--- src/rtl/forth_pkg.sv ---
// Shared definitions for the Forth data-stack block.
// Op codes, error classes and per-op depth rules.
package forth_pkg;

  typedef enum logic [2:0] {
    OP_NOP  = 3'd0,
    OP_PUSH = 3'd1,
    OP_DROP = 3'd2,
    OP_DUP  = 3'd3,
    OP_SWAP = 3'd4,
    OP_OVER = 3'd5,
    OP_REPL = 3'd6,
    OP_BIN  = 3'd7
  } op_e;

  typedef enum logic [1:0] {
    ERR_NONE = 2'd0,
    ERR_OVF  = 2'd1,
    ERR_UNF  = 2'd2
  } stack_err_e;

  function automatic logic [1:0] min_depth(op_e op);
    logic [1:0] n;
    n = 2'd0;
    unique case (op)
      OP_DROP, OP_DUP, OP_REPL: n = 2'd1;
      OP_SWAP, OP_OVER, OP_BIN: n = 2'd2;
      default:                  n = 2'd0;
    endcase
    return n;
  endfunction

  function automatic logic grows(op_e op);
    return (op == OP_PUSH) || (op == OP_DUP) || (op == OP_OVER);
  endfunction

endpackage

--- src/rtl/forth_stack_ram.sv ---
// Spill store for cells below nos.
// One write port, one combinational read port.
module forth_stack_ram
  import forth_pkg::*;
#(
  parameter int WIDTH   = 3,
  parameter int ENTRIES = 6,
  parameter int AW      = 3
) (
  input  logic             clk,
  input  logic             we,
  input  logic [AW-1:0]    waddr,
  input  logic [WIDTH-1:0] wdata,
  input  logic [AW-1:0]    raddr,
  output logic [WIDTH-1:0] rdata
);

  logic [WIDTH-1:0] mem [ENTRIES];

  always_ff @(posedge clk) begin
    if (we) mem[waddr] <= wdata;
  end

  assign rdata = mem[raddr];

endmodule

--- src/rtl/forth_stack.sv ---
// Forth data stack: tos/nos in registers, deeper cells spilled.
// Single-cycle ops with overflow/underflow rejection.
module forth_stack
  import forth_pkg::*;
#(
  parameter int WIDTH = 3,
  parameter int DEPTH = 8
) (
  input  logic                       clk,
  input  logic                       rst,
  input  logic [2:0]                 op,
  input  logic [WIDTH-1:0]           data_in,
  input  logic                       clr_err,
  output logic [WIDTH-1:0]           tos,
  output logic [WIDTH-1:0]           nos,
  output logic [$clog2(DEPTH+1)-1:0] depth,
  output logic                       empty,
  output logic                       full,
  output logic                       ovf,
  output logic                       unf,
  output logic                       err_pulse
);

  localparam int DW = $clog2(DEPTH+1);
  localparam int NE = DEPTH - 2;
  localparam int AW = (NE > 1) ? $clog2(NE) : 1;

  logic [WIDTH-1:0] tos_q, tos_d;
  logic [WIDTH-1:0] nos_q, nos_d;
  logic [DW-1:0]    depth_q, depth_d;
  logic             ovf_q, unf_q, err_q;
  logic             we;
  logic [AW-1:0]    waddr, raddr;
  logic [WIDTH-1:0] rd_data, third;
  stack_err_e       err;
  op_e              opc;
  logic [1:0]       need;

  assign opc  = op_e'(op);
  assign need = min_depth(opc);

  // Third cell lives at depth-3; a growing op spills nos to depth-2.
  assign raddr = AW'(depth_q - DW'(3));
  assign waddr = AW'(depth_q - DW'(2));
  assign third = (depth_q >= DW'(3)) ? rd_data : '0;

  forth_stack_ram #(
    .WIDTH   (WIDTH),
    .ENTRIES (NE),
    .AW      (AW)
  ) u_ram (
    .clk   (clk),
    .we    (we),
    .waddr (waddr),
    .wdata (nos_q),
    .raddr (raddr),
    .rdata (rd_data)
  );

  always_comb begin
    tos_d   = tos_q;
    nos_d   = nos_q;
    depth_d = depth_q;
    we      = 1'b0;
    err     = ERR_NONE;
    if (grows(opc) && full) begin
      err = ERR_OVF;
    end else if (depth_q < DW'(need)) begin
      err = ERR_UNF;
    end else begin
      unique case (opc)
        OP_NOP: begin
        end
        OP_PUSH: begin
          tos_d   = data_in;
          nos_d   = tos_q;
          we      = depth_q >= DW'(2);
          depth_d = depth_q + DW'(1);
        end
        OP_DROP: begin
          tos_d   = nos_q;
          nos_d   = third;
          depth_d = depth_q - DW'(1);
        end
        OP_DUP: begin
          nos_d   = tos_q;
          we      = depth_q >= DW'(2);
          depth_d = depth_q + DW'(1);
        end
        OP_SWAP: begin
          tos_d = nos_q;
          nos_d = tos_q;
        end
        OP_OVER: begin
          tos_d   = nos_q;
          nos_d   = tos_q;
          we      = 1'b1;
          depth_d = depth_q + DW'(1);
        end
        OP_REPL: begin
          tos_d = data_in;
        end
        OP_BIN: begin
          tos_d   = data_in;
          nos_d   = third;
          depth_d = depth_q - DW'(1);
        end
      endcase
    end
  end

  always_ff @(posedge clk or posedge rst) begin
    if (rst) begin
      tos_q   <= '0;
      nos_q   <= '0;
      depth_q <= '0;
      ovf_q   <= 1'b0;
      unf_q   <= 1'b0;
      err_q   <= 1'b0;
    end else begin
      tos_q   <= tos_d;
      nos_q   <= nos_d;
      depth_q <= depth_d;
      ovf_q   <= (ovf_q & ~clr_err) | (err == ERR_OVF);
      unf_q   <= (unf_q & ~clr_err) | (err == ERR_UNF);
      err_q   <= err != ERR_NONE;
    end
  end

  assign empty     = depth_q == '0;
  assign full      = depth_q == DW'(DEPTH);
  assign depth     = depth_q;
  assign tos       = empty ? '0 : tos_q;
  assign nos       = (depth_q < DW'(2)) ? '0 : nos_q;
  assign ovf       = ovf_q;
  assign unf       = unf_q;
  assign err_pulse = err_q;

endmodule
--- config.mk ---
export PLATFORM = sky130hd
export DESIGN_NAME = forth_stack
export DESIGN_NICKNAME = d
export VERILOG_FILES = /design/src/rtl/forth_pkg.sv /design/src/rtl/forth_stack_ram.sv /design/src/rtl/forth_stack.sv
export SDC_FILE = /design/constraint.sdc
export NUM_CORES = 1
export LEC_CHECK = 0
export CORE_MARGIN = 3
export CORE_UTILIZATION = 45
export CTS_CLUSTER_DIAMETER = 200
export DETAILED_ROUTE_END_ITERATION = 10
export PLACE_DENSITY = 0.73
export SLEW_MARGIN = 5
export SYNTH_ARGS = -nofsm -noshare
export SYNTH_HDL_FRONTEND = slang
export SYNTH_SLANG_ARGS = --single-unit
export TNS_END_PERCENT = 100
--- constraint.sdc ---
create_clock -name clk -period 3.15 [get_ports clk]
set_input_delay 0.945 -clock clk [delete_from_list [all_inputs] [get_ports clk]]
set_output_delay 0.945 -clock clk [all_outputs]
set_load 0.005 [all_outputs]
# Word-level counts from Yosys, hierarchy flattened
# Memories as Yosys holds them, arrays and structs flattened.
# Index checks and enable logic that the tools add are counted.
word_totals:
  mem_bits_rw: 18
  output_inout_bits: 15
  wordCells: 65
  register_bits: 13
  mem_count: 1
  inputBits: 9
op_classes:
  magnitude_cmp: 4
  bitwise_logic: 7
  n_eq_ne: 10
  muxes: 14
  add_sub_neg: 4
  n_reduce_logical: 19
mem_list:
  columns: ["name", "depth", "word_bits", "rd", "rd_clocked_by_memory_dff", "write_ports", "line", "rtl"]
  rows:
  - ["u_ram.mem", 6, 3, 1, 0, 1, "forth_stack_ram.sv:18", "logic [WIDTH-1:0] mem [ENTRIES];"]
ops:
  columns: ["operator", "n"]
  rows:
  - ["$reduce_or A3 Y1", 5]
  - ["$eq A3 B3 Y1 const B", 4]
  - ["$pmux W3 S2", 2]
  - ["$mux W3", 3]
  - ["$reduce_and A3 Y1", 3]
  - ["$ge A4 B2 Y1 const B", 2]
  - ["$pmux W4 S2", 1]
  - ["$reduce_bool A2 Y1", 4]
  - ["$eq A3 B2 Y1 const B", 2]
  - ["$sub A3 B2 Y3 const B", 2]
  - ["$add A4 B1 Y4 const B", 1]
  - ["$eq A4 B4 Y1 const B", 1]
  - ["$logic_not A4 Y1", 1]
  - ["$lt A4 B2 Y1", 1]
  - ["$lt A4 B2 Y1 const B", 1]
  - ["$mux W1", 4]
  - ["$mux W2", 2]
  - ["$pmux W2 S2", 1]
  - ["$reduce_or A2 Y1", 2]
  - ["$reduce_or A4 Y1", 1]
  - ["$sub A4 B1 Y4 const B", 1]
  - ["$eq A3 B1 Y1 const B", 1]
  - ["$not A1 Y1", 3]
  - ["$and A1 B1 Y1", 2]
  - ["other kinds (6)", 8]

# Longest topological paths before layout
# Gate-level depths: netlist of run 1.
depth:
  depth_word: 8
  ltp_mapped: 9
  mapped_depth_nobuf: 8

# Hierarchy
# From an unflattened synthesis of run 1, not the netlist that was laid out.
unflattened:
  cells_unflattened: 145
  area_unflattened_um2: 1814.2
by_module_without_submodules:
  columns: ["mod", "instances", "cells_per_inst", "area_each_um2", "seq_area_each_um2"]
  rows:
  - ["forth_stack", 1, 99, 1072.3, 325.3]
  - ["forth_stack_ram", 1, 46, 742.0, 540.5]

# Worst setup path after synthesis of run 1
# OpenSTA, ideal clock, no wires.
synth_path:
  path_kind: "input port to flip-flop"
  startpoint: "input port op[1]"
  endpoint: "memory u_ram.mem[1][0], enable pin"
  n_path_buf: 1
  setup_time_ns: 0.371
  t_arrival_ns: 2.329
  t_required_ns: 2.779
  cell_stages: 7
  slack_ns: 0.450
  path_cell_list: "buf_4 inv_2 o21ai_0 ha_1 o31ai_4 and2_1 nor4_1"
synth_between:
  elab_chain_cells: 8
  word_cells_on_any_way: 20
  classes_between: "order compare: 1; eq/ne: 7; mux: 6; reduce/logical: 6"
synth_lines:
  columns: ["element", "line", "rtl"]
  rows:
  - ["from (decl)", "forth_stack.sv:11", "input logic [2:0] op,"]
  - ["$eq A3 B3 Y1, or another cell as far along", "forth_pkg.sv:25, forth_pkg.sv:34, forth_stack.sv:71", null]
  - ["$reduce_or A3 Y1", "forth_pkg.sv:25", "unique case (op)"]
  - ["$pmux W2 S2", "forth_pkg.sv:25", null]
  - ["$lt A4 B2 Y1", "forth_stack.sv:68", "end else if (depth_q < DW'(need)) begin"]
  - ["$mux W1", "forth_stack.sv:68", null]
  - ["$mux W1 *", "forth_stack.sv:66", "if (grows(opc) && full) begin"]
  - ["$mux W1 *", "forth_stack_ram.sv:21", "if (we) mem[waddr] <= wdata;"]
  - ["$mux W1 (not written as such) *", "forth_stack_ram.sv:21", null]
  - ["to (decl)", "forth_stack_ram.sv:18", null]
# Every way passes the cells marked *; elsewhere a longest branch is shown, timed or not.

# Final worst setup path of run 1
layout_path:
  startpoint: "register depth_q[0] (netlist: depth[0])"
  endpoint: "output port empty"
layout_between:
  elab_chain_cells: 1
layout_lines:
  columns: ["element", "line", "rtl"]
  rows:
  - ["from (decl)", "forth_stack.sv:30", "logic [DW-1:0] depth_q, depth_d;"]
  - ["from (signal assigned)", "forth_stack.sv:123", "depth_q <= depth_d;"]
  - ["$logic_not A4 Y1", "forth_stack.sv:130", "assign empty = depth_q == '0;"]
  - ["to (decl)", "forth_stack.sv:17", "output logic empty,"]
# No other way between the ends.

==> run summary, run 1 <==
Tmin final -> 3.054 ns
Hold/Removal Path Class -> reg2reg
Placed cell count -> 224
Clk buf depth -> 2
Yosys Warn Count -> 0
Clk slew on worst S/H paths -> 0.06 ns
Slowest cell on crit path -> clkdlybuf4s50_1
Max Cap Viol -> 0
WP data required -> 2.20 ns
CTS Root Cell -> clkbuf_8
Worst Skew -> 0.007081 ns
CP max stage delay -> 0.61 ns
Finished Layout Cells -> 232
Post-layout nets -> 198
Worst slew margin -> 63.07%
Layout cells sized above 1 -> 17.93%
Site row count -> 22
GPL Wtd Cong -> 0.8818
Area grow syn2layout -> 23.50%
Final period util -> 96.94%
Fmax -> 0.3275 GHz
NetSw -> 780.9 µW
N_diodes -> 0
DP Area -> 2076 µm²
Cell Chain, Critical Path -> clkinv_1 -> ha_1 -> nor3b_1 -> clkdlybuf4s50_1
First-pass GRT wire length -> 6161 µm
Vias in the first global route -> 1329
Largest net degree at the start of global routing -> 16
Commonest non-fill, non-tap cell in the layout -> clkdlybuf4s50_1
Dpl hpwl -> 2844 µm
Synthesized cell area -> 1747 µm²
Clock Latency Late Sink -> 0.28 ns
Die footprint -> 4665 µm²
Total grt overflow -> 0
Floorplan Core Area -> 3689 µm²
Die H -> 68.30 µm
Tightest Pin Transition -> 0.5528 ns
H-tree levels -> 2
Hold Violations, Final -> 0
RSZ-0062 raised after global routing -> false
Final hold slack -> 0.5491 ns
Post-route DRC violation count -> 0
DP Worst Slack -> 0.03399 ns
DRT antenna net count -> 0
CTS sink count -> 31
Routed WL -> 3757 µm
Post-route cell area -> 2157 µm²
Post-synth top flop -> edfxtp_1
Final setup viols -> 0
Quantity of gates resized following cts -> 0
Fill cell count -> 322
Initial antenna violation count -> 0
Most frequent cells in the layout -> 23 x clkdlybuf4s50_1, 18 x edfxtp_1, 13 x dfrtp_1
WL/cell -> 16.19 µm
Critical path type -> reg2out
DIE WIDTH -> 68.30 µm
FFs w/ async S/R, synth -> 41.94%
Comb pwr share -> 51.6%
Worst VDD drop -> 0.4632 mV
Post-synth EDFFs -> 18
Status -> complete, no violations
Ports -> 24
Initial DRC count -> 40
Worst setup SP type -> register
Post-Syn Nets -> 163
Internal -> 1276 µW
Initial Util -> 47.35%
Setup bufs post-CTS -> 0
#FFs+latches synth -> 31
Vias per cell -> 5.474
Arrival time of the worst setup path -> 2.11 ns
Sw Share -> 37.97%
Port Buf Inserts -> 23
Final worst slack -> 0.09650 ns
Reg power frac -> 34.1%
Netlist cell types -> 45
Pwr per Cell Area -> 953.5 nW/µm²
GRT Util Overall -> 18.49%
Crit-path max FO -> 7
Routed via count -> 1270
Cells after Synth -> 148
Syn avg cell area -> 11.80 µm²
P_leak -> 0.0008815 µW
CTS tree -> yes
Setup TNS -> 0 ns
Clock network fraction of total power -> 14.2%
Post-CTS Hold Buffers -> 0
First-pass DRT Iterations -> 4
TritonCTS Buffers -> 5
Crit path capture type -> output port
Register area share after synthesis -> 49.57%
Max Slew Vio Count -> 0
cell type report:
| type | instances | area [µm²] | area share (%) |
|---|---|---|---|
| Sequential cell | 31 | 865.8 | 40.14 |
| Multi-Input combinational cell | 100 | 795.8 | 36.89 |
| Timing Repair Buffer | 34 | 312.8 | 14.50 |
| Clock buffer | 6 | 72.57 | 3.364 |
| Tap cell | 48 | 60.06 | 2.784 |
| Inverter | 11 | 41.29 | 1.914 |
| Clock inverter | 2 | 8.758 | 0.4060 |
Yosys cell counts (2+ instances only):
library cell,instances,area share [%]
ha_1,5,3.6
nor4_1,2,0.72
buf_6,2,1.3
a22oi_1,4,1.7
nand2_1,11,2.4
mux2_2,3,1.9
mux2i_1,7,4.0
mux2_4,3,2.6
xnor2_1,2,1.0
o21ai_0,5,1.4
mux2_1,2,1.3
a221oi_1,3,1.5
xor2_1,4,2.0
nand3_1,7,2.0
nor3b_1,2,0.86
edfxtp_1,18,31
inv_1,9,1.9
nor2_1,8,1.7
nor2b_1,5,1.8
nand4_1,3,1.1
buf_2,2,0.57
and2_1,2,0.72
nor3_1,5,1.4
dfrtp_1,13,19
routing by layer:
metal / global-route usage, % / routed length (µm) / vias to the layer above
met5: 0 / 0 / -
met4: 8.933 / 90 / 0
met3: 5.747 / 195 / 10
met2: 29.96 / 1850 / 48
met1: 22.18 / 1621 / 604
li1: - / - / 608
power groups by stage:
stage | registers [µW] | logic [µW] | clock network, µW
after floorplan | 687 | 655 | 0
after global placement | 700 | 1030 | 0
after detailed placement | 709 | 1060 | 0
after CTS | 703 | 1070 | 299
after global routing | 716 | 1170 | 316
final | 702 | 1060 | 293
cell families after synthesis:
group / Yosys count / synth area share (%)
adder cells (fa/ha/maj): 6 / 4.728
XOR/XNOR: 7 / 3.940
multiplexers: 15 / 9.814
AO/OA/AOI/OAI: 23 / 11.96
flip-flops: 31 / 49.57
AND/OR/NAND/NOR: 49 / 15.11
buffers and inverters: 17 / 4.870
per-stage QoR:
step                      total power, µW  utilization [%]
after floorplan                      1342                -
after global placement               1734            56.28
after detailed placement             1768            56.28
after CTS                            2070            58.48
after global routing                 2198            58.48
final                                2057            58.48
sequential cells by signal (all words and copies together), names as in the netlist:
register / cells
ovf: 1
u_ram.mem: 18
depth: 4
unf: 1
tos_q: 3
err_pulse: 1
nos_q: 3
critical path, delay by kind of cell (launching register included):
kind | cells | cell delay (ns)
and+or+nand+nor | 1 | 0.49
adders and majority gates | 1 | 0.21
DFF | 1 | 0.38
buffers and inverters | 2 | 0.75
worst paths after layout:
kind                                       from              endpoint  slack (ns)  cells after the start
max                        depth[0]$_DFFE_PP0P_                 empty         0.1                      4
min                        tos_q[1]$_DFFE_PP0P_  tos_q[1]$_DFFE_PP0P_        0.55                      1
max reg2reg                depth[0]$_DFFE_PP0P_  tos_q[2]$_DFFE_PP0P_        1.11                      7
min reg2reg                tos_q[1]$_DFFE_PP0P_  tos_q[1]$_DFFE_PP0P_        0.55                      1
max in group asynchronous                   rst  nos_q[2]$_DFFE_PP0P_        1.81                      2
min in group asynchronous                   rst   err_pulse$_DFF_PP0_        0.99                      2
Note: power is estimated with default switching activity, not from simulation.
==> inputs of run 2 (changes only) <==
CORE_ASPECT_RATIO = 0.5   (was default)
==> run 2 against run 1 <==
Against the previous run: first-iteration DRC count grew 68%; total power increased by 3.9%; hold slack lost 0.019 ns; utilization grew 2.5 points; register-to-register slack about the same; routed wire length down 4.9%; combinational power barely moved; largest cell class unchanged.
==> run summary, run 2 (synthesis gave the netlist of run 1 again) <==
Max Cap Viol -> 0 (unchanged)
Critical Path Sink -> empty
Tmin final -> 2.946 ns (-0.1073 ns)
Critical path origin -> depth[0]$_DFFE_PP0P_
Reg power frac -> 32.4% (-1.7 points)
H-tree levels -> 2 (unchanged)
Floorplan Core Area -> 3585 µm² (-2.8%)
Total grt overflow -> 0 (unchanged)
Vias in the first global route -> 1277 (-3.9%)
WP data required -> 2.20 ns (about the same)
First-pass DRT Iterations -> 4 (unchanged)
Hold/Removal Path Class -> reg2reg
First-pass GRT wire length -> 6099 µm (-1.0%)
GRT Util Overall -> 17.49% (-1.0 points)
Commonest non-fill, non-tap cell in the layout -> clkdlybuf4s50_1
Fmax -> 0.3394 GHz (+3.6%)
Critical Path Stages -> 4 (unchanged)
Vias per cell -> 5.315 (-2.9%)
Cell Chain, Critical Path -> clkinv_1 -> ha_1 -> nor3b_1 -> clkdlybuf4s50_1
CTS Root Cell -> clkbuf_8
Post-CTS Hold Buffers -> 0 (unchanged)
Hold Violations, Final -> 0 (unchanged)
Setup bufs post-CTS -> 0 (unchanged)
TritonCTS Buffers -> 5 (unchanged)
Worst Path Buf+Inv -> 2 (unchanged)
Hold Crit Depth -> 2 (+1)
Max Slew Vio Count -> 0 (unchanged)
Worst VDD drop -> 0.4164 mV (-10%)
Slowest cell on crit path -> clkdlybuf4s50_1
Initial antenna violation count -> 0 (unchanged)
Final setup viols -> 0 (unchanged)
Initial DRC count -> 67 (+68%)
WL/cell -> 15.21 µm (-6.1%)
Worst slew margin -> 66.05% (+3.0 points)
Tightest Pin Transition -> 0.5087 ns (-0.04408 ns)
Status -> complete, no violations
Critical path type -> reg2out
Pwr per Cell Area -> 977.6 nW/µm² (+2.5%)
RSZ-0062 raised after global routing -> false
Largest net degree at the start of global routing -> 16 (unchanged)
CTS tree -> yes
CTS sink count -> 31 (unchanged)
Setup TNS -> 0 ns (unchanged)
Max reg flops -> 18 (unchanged)
Layout cells sized above 1 -> 17.93% (unchanged)
P_leak -> 0.0008916 µW (+1.2%)
Routed via count -> 1249 (-1.7%)
Comb pwr share -> 50.0% (-1.6 points)
Final period util -> 93.53% (-3.4 points)
DRT antenna net count -> 0 (unchanged)
Worst Skew -> 0.007986 ns (+0.0009049 ns)
Crit path max-delay family -> buffers and inverters
Die H -> 50.06 µm (-27%)
R2R Setup Slk -> 1.11 ns (about the same)
Clk slew on worst S/H paths -> 0.06 ns (about the same)
Ports -> 24 (unchanged)
Routed WL -> 3574 µm (-4.9%)
Post-route DRC violation count -> 0 (unchanged)
Clock network fraction of total power -> 17.6% (+3.4 points)
Initial Util -> 48.73% (+1.4 points)
Post-layout nets -> 198 (unchanged)
Arrival time of the worst setup path -> 2.00 ns (-0.11 ns)
Hold Path Origin -> unf$_DFF_PP0_
Worst setup SP type -> register
Quantity of gates resized following cts -> 0 (unchanged)
Top reg by flops -> u_ram.mem
NetSw -> 775.5 µW (-0.68%)
N_diodes -> 0 (unchanged)
Area grow syn2layout -> 25.14%
Clock Latency Late Sink -> 0.28 ns (about the same)
Reg2reg path depth -> 7 (unchanged)
Crit path capture type -> output port
GPL Wtd Cong -> 0.8542 (-3.1%)
DIE WIDTH -> 94.11 µm (+38%)
Site row count -> 15 (-32%)
Crit-path max FO -> 7 (unchanged)
Worst r2r src -> depth[0]$_DFFE_PP0P_
Clk buf depth -> 2 (unchanged)
Die footprint -> 4710 µm² (+0.98%)
Dpl hpwl -> 2756 µm (-3.1%)
CP max stage delay -> 0.59 ns (-0.02 ns)
Reg2reg end -> tos_q[0]$_DFFE_PP0P_
Sw Share -> 36.29% (-1.7 points)
Final core occ -> 60.98% (+2.5 points)
Internal -> 1361 µW (+6.7%)
Most frequent cells in the layout -> 23 x clkdlybuf4s50_1, 18 x edfxtp_1, 13 x dfrtp_1
Port Buf Inserts -> 23 (unchanged)
[run 2: cell types whose count changed in the layout (fill, tap and decap cells not counted), sizes merged]
cell and change:
clkbuf +1, bufinv +1, clkinv -2
[run 2: layer usage]
layer	track usage (%)	up-vias	wire length, µm
met1	22.98	605	1708
met3	6.555	5	209
met5	0	-	0
met2	27.03	29	1615
met4	5.036	0	40
li1	-	610	-
[run 2: how the worst min path moves through the flow]
stage	end
after detailed placement	unf$_DFF_PP0_
after CTS	unf$_DFF_PP0_
final	unf$_DFF_PP0_
after global placement	unf$_DFF_PP0_
after floorplan	tos_q[0]$_DFFE_PP0P_
after global routing	unf$_DFF_PP0_
[run 2: layout make-up]
cell class | instances | area (µm²)
multi-input combinational | 100 | 795.8
tap | 51 | 63.81
inverter | 11 | 41.29
timing repair buffer | 34 | 312.8
clock inverter | 1 | 30.03
fill | 292 | 1399
sequential | 31 | 865.8
clock buffer | 7 | 76.32
[run 2: through the flow]
stage	hold slack [ns]	cells	total power (µW)	setup slack, ns	instance area (µm²)
2_1_floorplan	0.4976	148	1342	0.4496	1747
3_3_place_gp	0.5135	227	1743	0.08000	2079
3_5_place_dp	0.5229	227	1764	0.01562	2079
4_1_cts	0.5332	235	2145	0.1932	2186
5_1_grt	0.5566	235	2287	0.08189	2186
6_report	0.5298	235	2137	0.2038	2186
[run 2: worst reg2reg max path: stages, from the launching register on]
cell	delay, ns
dfrtp_1	0.35
clkinv_1	0.20
ha_1	0.29
nand3b_2	0.14
inv_1	0.09
a211o_1	0.33
a22oi_4	0.19
mux2_4	0.32
[run 2: power groups by stage]
| stage | registers [µW] | logic (µW) | clock network (µW) |
|---|---|---|---|
| 2_1_floorplan | 687 | 655 | 0 |
| 3_3_place_gp | 700 | 1040 | 0 |
| 3_5_place_dp | 701 | 1060 | 0 |
| 4_1_cts | 695 | 1070 | 379 |
| 5_1_grt | 713 | 1170 | 402 |
| 6_report | 693 | 1070 | 376 |
==> inputs of run 3 (changes only) <==
CELL_PAD_IN_SITES_DETAIL_PLACEMENT = 1   (was default)
CELL_PAD_IN_SITES_GLOBAL_PLACEMENT = 1   (was default)
CORE_UTILIZATION = 43   (was 45)
PLACE_DENSITY = 0.83   (was 0.73)
RECOVER_POWER = 25   (was default)
==> run 3 against run 2 <==
Against the previous run: via count increased by 4.6%; sequential cell count unchanged; routed wire length increased by 26%; critical endpoint unchanged; combinational power increased by 5%; clock skew decreased by 0.0037 ns; critical path type unchanged; largest power group unchanged; count of clock-buffer cells in the layout decreased by 1; sequential power increased by 1%.
==> run summary, run 3 (synthesis gave the netlist of run 1 again) <==
DRT antenna net count -> 0 (unchanged)
Pwr per Cell Area -> 977.5 nW/µm² (about the same)
Final period util -> 95.07% (+1.5 points)
Dpl hpwl -> 3296 µm (+20%)
Layout cells sized above 1 -> 17.93% (unchanged)
Clk slew on worst S/H paths -> 0.06 ns (about the same)
Area grow syn2layout -> 23.71%
Hold Violations, Final -> 0 (unchanged)
Routed WL -> 4490 µm (+26%)
Initial DRC count -> 72 (+7.5%)
Crit path capture type -> output port
DIE WIDTH -> 96.14 µm (+2.2%)
Tmin final -> 2.995 ns (+0.04847 ns)
P_leak -> 0.0008821 µW (-1.1%)
Most frequent cells in the layout -> 22 x clkdlybuf4s50_1, 18 x edfxtp_1, 13 x dfrtp_1
TritonCTS Buffers -> 5 (unchanged)
Post-layout nets -> 198 (unchanged)
Worst Skew -> 0.004275 ns (-0.003711 ns)
N_diodes -> 0 (unchanged)
Site row count -> 15 (unchanged)
Clock Latency Late Sink -> 0.28 ns (about the same)
Initial antenna violation count -> 0 (unchanged)
Die H -> 51.07 µm (+2.0%)
WL/cell -> 19.11 µm (+26%)
Setup bufs post-CTS -> 0 (unchanged)
Initial Util -> 47.73% (-1.0 points)
Vias per cell -> 5.557 (+4.6%)
WP data required -> 2.20 ns (about the same)
Status -> complete, no violations
Setup TNS -> 0 ns (unchanged)
CTS sink count -> 31 (unchanged)
Quantity of gates resized following cts -> 0 (unchanged)
Final setup viols -> 0 (unchanged)
Largest net degree at the start of global routing -> 16 (unchanged)
First-pass DRT Iterations -> 4 (unchanged)
GRT Util Overall -> 21.62% (+4.1 points)
CTS tree -> yes
Clk buf depth -> 2 (unchanged)
Post-route DRC violation count -> 0 (unchanged)
DP Area -> 2079 µm² (unchanged)
CTS Root Cell -> clkbuf_8
Post-CTS Hold Buffers -> 0 (unchanged)
Max Slew Vio Count -> 0 (unchanged)
Arrival time of the worst setup path -> 2.05 ns (+0.05 ns)
Crit-path max FO -> 7 (unchanged)
Routed via count -> 1306 (+4.6%)
Worst setup SP type -> register
Port Buf Inserts -> 23 (unchanged)
Ports -> 24 (unchanged)
Worst VDD drop -> 0.4023 mV (-3.4%)
GPL Wtd Cong -> 0.7594 (-11%)
Die footprint -> 4909 µm² (+4.2%)
Total grt overflow -> 0 (unchanged)
Hold/Removal Path Class -> reg2reg
Post-route cell area -> 2161 µm² (-1.1%)
Fmax -> 0.3339 GHz (-1.6%)
RSZ-0062 raised after global routing -> false
Max Cap Viol -> 0 (unchanged)
First-pass GRT wire length -> 7617 µm (+25%)
Worst slew margin -> 62.24% (-3.8 points)
Tightest Pin Transition -> 0.5620 ns (+0.05333 ns)
Max reg flops -> 18 (unchanged)
Floorplan Core Area -> 3660 µm² (+2.1%)
Top reg by flops -> u_ram.mem
Vias in the first global route -> 1412 (+11%)
Critical path type -> reg2out
H-tree levels -> 2 (unchanged)
Commonest non-fill, non-tap cell in the layout -> clkdlybuf4s50_1
-- run 3: changes by cell type in the layout (fill, tap and decap cells not counted) --
| cell | previous run | this run |
|---|---|---|
| clkinv_1 | 1 | 2 |
| clkdlybuf4s50_1 | 23 | 22 |
| bufinv_16 | 1 | 0 |
| clkinv_2 | 0 | 1 |
| clkbuf_1 | 2 | 1 |
| dlygate4sd3_1 | 0 | 1 |
-- run 3: layout make-up --
type	count	area, µm²
fill	405	1499
sequential	31	865.8
tap	51	63.81
multi-input combinational	100	795.8
inverter	11	41.29
clock buffer	6	72.57
timing repair buffer	34	312.8
clock inverter	2	8.758
-- run 3: path summary, 6_finish.rpt --
kind                                            from                    to  slack [ns]  cells after the start
worst max-delay path            depth[0]$_DFFE_PP0P_                 empty        0.16                      4
worst min-delay path                   unf$_DFF_PP0_         unf$_DFF_PP0_        0.54                      2
worst max register to register  depth[0]$_DFFE_PP0P_  tos_q[2]$_DFFE_PP0P_        1.00                      7
worst min register to register         unf$_DFF_PP0_         unf$_DFF_PP0_        0.54                      2
max in group asynchronous                        rst  tos_q[0]$_DFFE_PP0P_        1.67                      2
min in group asynchronous                        rst  depth[0]$_DFFE_PP0P_        1.14                      2
-- run 3: power breakdown --
| group | switching, µW | internal, µW | total, µW |
|---|---|---|---|
| Clock | 141 | 152 | 292 |
| Sequential | 124 | 579 | 703 |
| Combinational | 569 | 548 | 1120 |
| Total | 834 | 1280 | 2110 |
-- run 3: per-stage QoR --
step / hold WS, ns / total power, µW / setup WS, ns / utilization [%] / std cells
global placement: 0.5161 / 1749 / 0.1012 / 56.82 / 227
detailed placement: 0.5314 / 1804 / 0.01368 / 56.82 / 227
CTS: 0.5470 / 2120 / 0.1470 / 59.04 / 235
floorplan: 0.4976 / 1342 / 0.4496 / - / 148
finish: 0.5418 / 2112 / 0.1554 / 59.04 / 235
global route: 0.5725 / 2277 / 0.005068 / 59.04 / 235
-- run 3: critical path, cell delays in order, from the launching register on --
cell,delay [ns]
dfrtp_1,0.38
clkinv_1,0.16
ha_1,0.23
nor3b_1,0.41
clkdlybuf4s50_1,0.60
-- run 3: layer usage --
layer	track usage, %	wire length, µm	part of all wire, %	vias up
li1	-	-	-	612
met1	27.87	2042	45	661
met2	35.09	2198	49	24
met3	6.324	192	4.3	9
met4	6.840	57	1.3	0
met5	0	0	0	-
